==> src/rtl/soc_trace_event_collector.sv <==
// Collects character-output events from per-core retirement traces into one ordered stream,
// tracking per-core termination, lost characters and a global idle watchdog.
module soc_trace_event_collector #(
   parameter int          NUM_CORES       = 8,
   parameter int          FIFO_DEPTH      = 16,
   parameter logic [31:0] TERM_INSN       = 32'h00100013,
   parameter logic [31:0] PUTC_INSN       = 32'h00400013,
   parameter int          WATCHDOG_CYCLES = 100000,
   localparam int         CID_W           = (NUM_CORES > 1) ? $clog2(NUM_CORES) : 1
) (
   input  logic                    clk,
   input  logic                    rst,
   input  logic [NUM_CORES-1:0]    trace_valid,
   input  logic [NUM_CORES*32-1:0] trace_insn,
   input  logic [NUM_CORES*32-1:0] trace_r3,
   output logic                    ev_valid,
   input  logic                    ev_ready,
   output logic [CID_W-1:0]        ev_core,
   output logic [7:0]              ev_char,
   output logic [NUM_CORES-1:0]    terminated,
   output logic [NUM_CORES-1:0]    overflow,
   output logic                    all_terminated,
   output logic                    watchdog_expired
);

   localparam int AW   = $clog2(FIFO_DEPTH);
   localparam int WD_W = (WATCHDOG_CYCLES > 0) ? $clog2(WATCHDOG_CYCLES + 1) : 1;
   localparam logic [WD_W-1:0] WD_LOAD = WD_W'(WATCHDOG_CYCLES);

   logic [NUM_CORES-1:0] live_valid, is_putc, is_term, drain;
   logic [NUM_CORES-1:0] hold_full;
   logic [7:0]           hold_char [NUM_CORES];
   logic [CID_W-1:0]     last_grant, grant_idx, cand_idx;
   logic                 grant_any;
   int                   cand;

   logic [CID_W+7:0]     fifo_mem [FIFO_DEPTH];
   logic [AW-1:0]        wr_ptr, rd_ptr;
   logic [AW:0]          count;
   logic                 fifo_full, push, pop;
   logic [WD_W-1:0]      wd_left;
   logic                 unused_r3_hi;

   assign live_valid = trace_valid & ~terminated;
   assign fifo_full  = (count == (AW+1)'(FIFO_DEPTH));
   assign push       = grant_any && !fifo_full;
   assign ev_valid   = (count != '0);
   assign pop        = ev_valid && ev_ready;
   assign ev_core    = fifo_mem[rd_ptr][CID_W+7:8];
   assign ev_char    = fifo_mem[rd_ptr][7:0];

   always_comb begin
      is_putc      = '0;
      is_term      = '0;
      drain        = '0;
      unused_r3_hi = 1'b0;
      for (int i = 0; i < NUM_CORES; i++) begin
         is_putc[i]   = live_valid[i] && (trace_insn[32*i +: 32] == PUTC_INSN);
         is_term[i]   = live_valid[i] && (trace_insn[32*i +: 32] == TERM_INSN);
         drain[i]     = push && (grant_idx == CID_W'(i));
         unused_r3_hi = unused_r3_hi ^ (^trace_r3[32*i+8 +: 24]);
      end
   end

   // Round-robin search begins one past the last granted core.
   always_comb begin
      grant_any = 1'b0;
      grant_idx = '0;
      cand      = 0;
      cand_idx  = '0;
      for (int off = 1; off <= NUM_CORES; off++) begin
         cand     = (int'(last_grant) + off) % NUM_CORES;
         cand_idx = CID_W'(cand);
         if (!grant_any && hold_full[cand_idx]) begin
            grant_any = 1'b1;
            grant_idx = cand_idx;
         end
      end
   end

   always_ff @(posedge clk) begin
      if (push) fifo_mem[wr_ptr] <= {grant_idx, hold_char[grant_idx]};
   end

   always_ff @(posedge clk) begin
      if (rst) begin
         terminated       <= '0;
         overflow         <= '0;
         hold_full        <= '0;
         last_grant       <= CID_W'(NUM_CORES - 1);
         wr_ptr           <= '0;
         rd_ptr           <= '0;
         count            <= '0;
         all_terminated   <= 1'b0;
         wd_left          <= WD_LOAD;
         watchdog_expired <= 1'b0;
      end else begin
         for (int i = 0; i < NUM_CORES; i++) begin
            if (is_term[i]) terminated[i] <= 1'b1;
            if (is_putc[i]) begin
               if (hold_full[i] && !drain[i]) begin
                  overflow[i] <= 1'b1;
               end else begin
                  hold_full[i] <= 1'b1;
                  hold_char[i] <= trace_r3[32*i +: 8];
               end
            end else if (drain[i]) begin
               hold_full[i] <= 1'b0;
            end
         end
         if (push) begin
            wr_ptr     <= wr_ptr + 1'b1;
            last_grant <= grant_idx;
         end
         if (pop) rd_ptr <= rd_ptr + 1'b1;
         if (push && !pop)      count <= count + 1'b1;
         else if (pop && !push) count <= count - 1'b1;
         all_terminated <= (&terminated) && !(|hold_full) && (count == '0);
         // Watchdog counts down idle cycles; expiry latches when it hits zero.
         if (|live_valid) begin
            wd_left <= WD_LOAD;
         end else if (!(&terminated) && (WATCHDOG_CYCLES != 0) && (wd_left != '0)) begin
            wd_left <= wd_left - 1'b1;
            if (wd_left == WD_W'(1)) watchdog_expired <= 1'b1;
         end
      end
   end

endmodule

==> config.mk <==
export PLATFORM = sky130hd
export DESIGN_NAME = soc_trace_event_collector
export DESIGN_NICKNAME = d
export VERILOG_FILES = /design/src/rtl/soc_trace_event_collector.sv
export SDC_FILE = /design/constraint.sdc
export NUM_CORES = 1
export LEC_CHECK = 0
export CAP_MARGIN = 20
export CORE_AREA = 2 2 212 214
export DETAILED_ROUTE_END_ITERATION = 7
export DIE_AREA = 0 0 214 216
export SLEW_MARGIN = 15
export SYNTH_ARGS = -nofsm -noshare
export SYNTH_HDL_FRONTEND = slang
export SYNTH_SLANG_ARGS = --single-unit
==> constraint.sdc <==
create_clock -name clk -period 9.9 [get_ports clk]
set_input_delay 0.99 -clock clk [delete_from_list [all_inputs] [get_ports clk]]
set_output_delay 0.99 -clock clk [all_outputs]
set_load 0.1 [all_outputs]
==> impl_results.md <==
- Final Cycle Share: 0.630
- Remaining antenna violation count: 0
- Critical path arrival: 6.38 ns
- Power density of the placed cells: around 260 mW/mm2
- Commonest cells after routing, fill and taps aside: 359 x sky130_fd_sc_hd__clkdlybuf4s50_1, 240 x sky130_fd_sc_hd__edfxtp_1, 82 x sky130_fd_sc_hd__nand3_1, 71 x sky130_fd_sc_hd__nor2_1, 68 x sky130_fd_sc_hd__mux4_2
- Via density per instance: 5.06
- Main combinational cell family by area after synthesis: multiplexers
- Post-synth top flop: sky130_fd_sc_hd__edfxtp_1
- Post-route DRC violation count: 0
- CTS hold repair buffers: 0
- Clock tree from TritonCTS: yes
- Outcome: completed
- Most common cell after layout, fill and taps aside: sky130_fd_sc_hd__clkdlybuf4s50_1
- Die span in x: 214 um
- Worst endpoint required time: between 10 and 15 ns
- XOR/XNOR Fraction of Synth Area: 0.0171
- Post-synthesis mux area share: 0.150
- Relative area change from synthesis to final layout: 39.3%
- Congestion Overflow GR: 0
- Hold violation total from the final report: 0
- Fraction of the mapped netlist area in simple logic gates: 0.128
- Average size of a mapped cell: 14.1 um2
- TritonCTS Buffers: 34
- DRT iter0 DRCs: roughly 600
- Proportion of synthesized flip-flops having asynchronous set or reset: 0
- DRT Wirelength: around 42000 um
- Accumulated negative setup slack: 0 ns
- Leakage component of the power: approximately 6.4 nW
- Global router's overall resource usage: 0.178
- Skew final: roughly 0.017 ns
- Average wire per standard cell: 21.5 um
- Syn nets: approximately 1500
- Insertion delay to the later sink of the worst-skew pair: approximately 0.52 ns
- Maximum fanout along the worst path: 41
- Worst Setup End Kind: flip-flop
- Synth Cell Area: approximately 0.014 mm2
- CTS-repair resized insts: 0
- Pin count of the biggest net entering global routing: between 50 and 60
- Setup repair after global routing missed its margin: no
- Total number of nets in the final design: between 1500 and 2000
- # H-tree levels: 2
- Share of synthesized cell area in full adder, half adder and majority cells: 0.0133
- Standard cell core area: 0.0438 mm2
- Final min period: slightly above 6 ns
- Tightest Hold Check Type: flip-flop to flip-flop
- Maximum Capacitance Violations: 0
- Rows: just under 80
- Pins over their slew limit: 0
- Number of global-route vias before repair: 10100
- Min setup slack post-route: 3.66 ns
- Highest ir drop seen on vdd: 0.214 mV
- Number of iterations in the first detailed-routing pass: 8
- Post-CTS setup buffer count: 0
- Proportion of synthesized chip area in sequential cells: 0.615
- Clock-pin slew reported for the worst setup and hold paths after clock tree synthesis: 0.06 ns
- Power, Total: 4.93 mW
- Root Driver: sky130_fd_sc_hd__clkbuf_16
- Number of enable flip-flop cells after synthesis: 240
- Die area: 0.0462 mm2
- Post-Synthesis Cells: a little under 1000
- Port Buffers: 360
- Die boundary height: between 200 and 250 um
- Antenna violations before repair: 6
- IO Count: 553
- Compound-cell area share of the yosys netlist: 0.0502
- Slew Limit Headroom: 0.288
- Final weighted congestion in routability-driven placement: 0.886
- Worst slack, placed: 3.36 ns
- Number of register bits inferred by synthesis: around 300
- Number of warning messages in the yosys log: 0
- Critical Path Start Type: flip-flop
- Count of vias placed by the detailed router: 9888
- Maximum clock path buffer count: 3
- Fraction of layout instances using a drive strength above 1: 0.118
- Post-DP HPWL: around 31000 um
- Actual slew at the worst max-slew pin: 1.07 ns
- Classification of the worst setup path: flip-flop to flip-flop
- Final core utilization: 0.438
- Wire length of the first global-routing pass: 61300 um
- Number of sinks on the clock net: 303
- Number of distinct library cell variants in the gate-level netlist after synthesis: 67
- Total setup violations reported at the end of the flow: 0
- Starting Density: 0.314
- Fmax: 0.160 GHz
==> report_power, final <==
group	leakage, nW	internal [mW]	switching [mW]	total (mW)
Sequential	2.69	1.74	0.0508	1.79
Clock	0.556	0.774	0.504	1.28
Combinational	3.17	0.664	1.20	1.87
Total	6.41	3.17	1.76	4.93
==> metal layers <==
| metal | up-vias | global-route usage | wire length, um |
|---|---|---|---|
| li1 | 4597 | - | - |
| met1 | 4854 | 0.220 | 17100 |
| met2 | 370 | 0.311 | 21200 |
| met3 | 65 | 0.0359 | 2470 |
| met4 | 2 | 0.0562 | 1190 |
| met5 | - | 0 | 13 |
==> kinds of logic (layout without fill, tap and decap cells) <==
logic type,after synthesis,in the layout
and+or+nand+nor,340,340
AOI/OAI and AO/OA,90,90
xor gates and xnor gates,26,26
DFF,303,303
other,0,1
adders and majority gates,14,14
muxes,120,120
buffers and inverters,84,469
==> stage by stage <==
stage	instance area [um2]	instances	hold slack, ns
finish	19200	1955	0.461
global placement	18000	1892	0.437
floorplan	13800	977	0.426
detailed placement	18000	1893	0.450
CTS	19200	1951	0.464
global route	19200	1955	0.494
==> path summary, 6_finish.rpt <==
path            startpoint             end  slack [ns]  depth (start not counted)
max          last_grant[1]  fifo_mem[3][6]        3.66                         11
min            wd_left[16]     wd_left[16]        0.46                          1
max reg2reg  last_grant[1]  fifo_mem[3][6]        3.66                         11
min reg2reg    wd_left[16]     wd_left[16]        0.46                          1
==> worst max-delay path: stages (launching register included) <==
cell and delay [ns]:
sky130_fd_sc_hd__dfxtp_1 0.83, sky130_fd_sc_hd__inv_1 0.31, sky130_fd_sc_hd__ha_1 0.82, sky130_fd_sc_hd__mux2_1 0.37, sky130_fd_sc_hd__mux4_2 0.54, sky130_fd_sc_hd__nor3b_1 0.21, sky130_fd_sc_hd__a31oi_1 0.16, sky130_fd_sc_hd__o21ai_1 0.13
sky130_fd_sc_hd__a211oi_4 0.64, sky130_fd_sc_hd__buf_4 0.65, sky130_fd_sc_hd__mux2i_1 0.21, sky130_fd_sc_hd__or4_1 0.88
==> flip-flops by register name, indices dropped and copies added (netlist names), named ones only <==
| signal | flops |
|---|---|
| wd_left | 17 |
| all_terminated | 1 |
| terminated | 8 |
| wr_ptr | 4 |
| rd_ptr | 4 |
| hold_full | 8 |
| watchdog_expired | 1 |
| count | 5 |
| hold_char | 64 |
| fifo_mem | 176 |
| last_grant | 3 |
| overflow | 8 |
==> layout make-up <==
type,count,area (um2)
Antenna cell,1,2.50
Clock buffer,45,933
Clock inverter,13,210
Fill cell,3983,24600
Inverter,29,109
Multi-Input combinational cell,590,4960
Sequential cell,303,8470
Tap cell,592,741
Timing Repair Buffer,382,3770
==> cell usage after synthesis (5+ instances only) <==
master,number,area share
sky130_fd_sc_hd__edfxtp_1,240,0.52
sky130_fd_sc_hd__nand3_1,82,0.030
sky130_fd_sc_hd__nor2_1,71,0.019
sky130_fd_sc_hd__mux4_2,68,0.11
sky130_fd_sc_hd__dfxtp_1,63,0.092
sky130_fd_sc_hd__nor4_1,46,0.021
sky130_fd_sc_hd__mux2i_1,45,0.033
sky130_fd_sc_hd__nand2_1,35,0.0095
sky130_fd_sc_hd__nor3_1,33,0.012
sky130_fd_sc_hd__clkbuf_1,27,0.0074
sky130_fd_sc_hd__inv_1,26,0.0071
sky130_fd_sc_hd__nand4_1,26,0.012
sky130_fd_sc_hd__a21oi_1,19,0.0069
sky130_fd_sc_hd__buf_2,16,0.0058
sky130_fd_sc_hd__xnor2_1,16,0.010
sky130_fd_sc_hd__ha_1,13,0.012
sky130_fd_sc_hd__nand2b_1,13,0.0059
sky130_fd_sc_hd__or4_1,10,0.0054
sky130_fd_sc_hd__a31oi_1,9,0.0041
sky130_fd_sc_hd__xor2_1,9,0.0057
sky130_fd_sc_hd__nor4b_1,8,0.0051
sky130_fd_sc_hd__buf_1,7,0.0019
sky130_fd_sc_hd__o21ai_0,7,0.0025
sky130_fd_sc_hd__o21ai_1,7,0.0025
sky130_fd_sc_hd__o211ai_1,6,0.0033
sky130_fd_sc_hd__nor2b_1,5,0.0023
(Power assumes the default switching activity.)
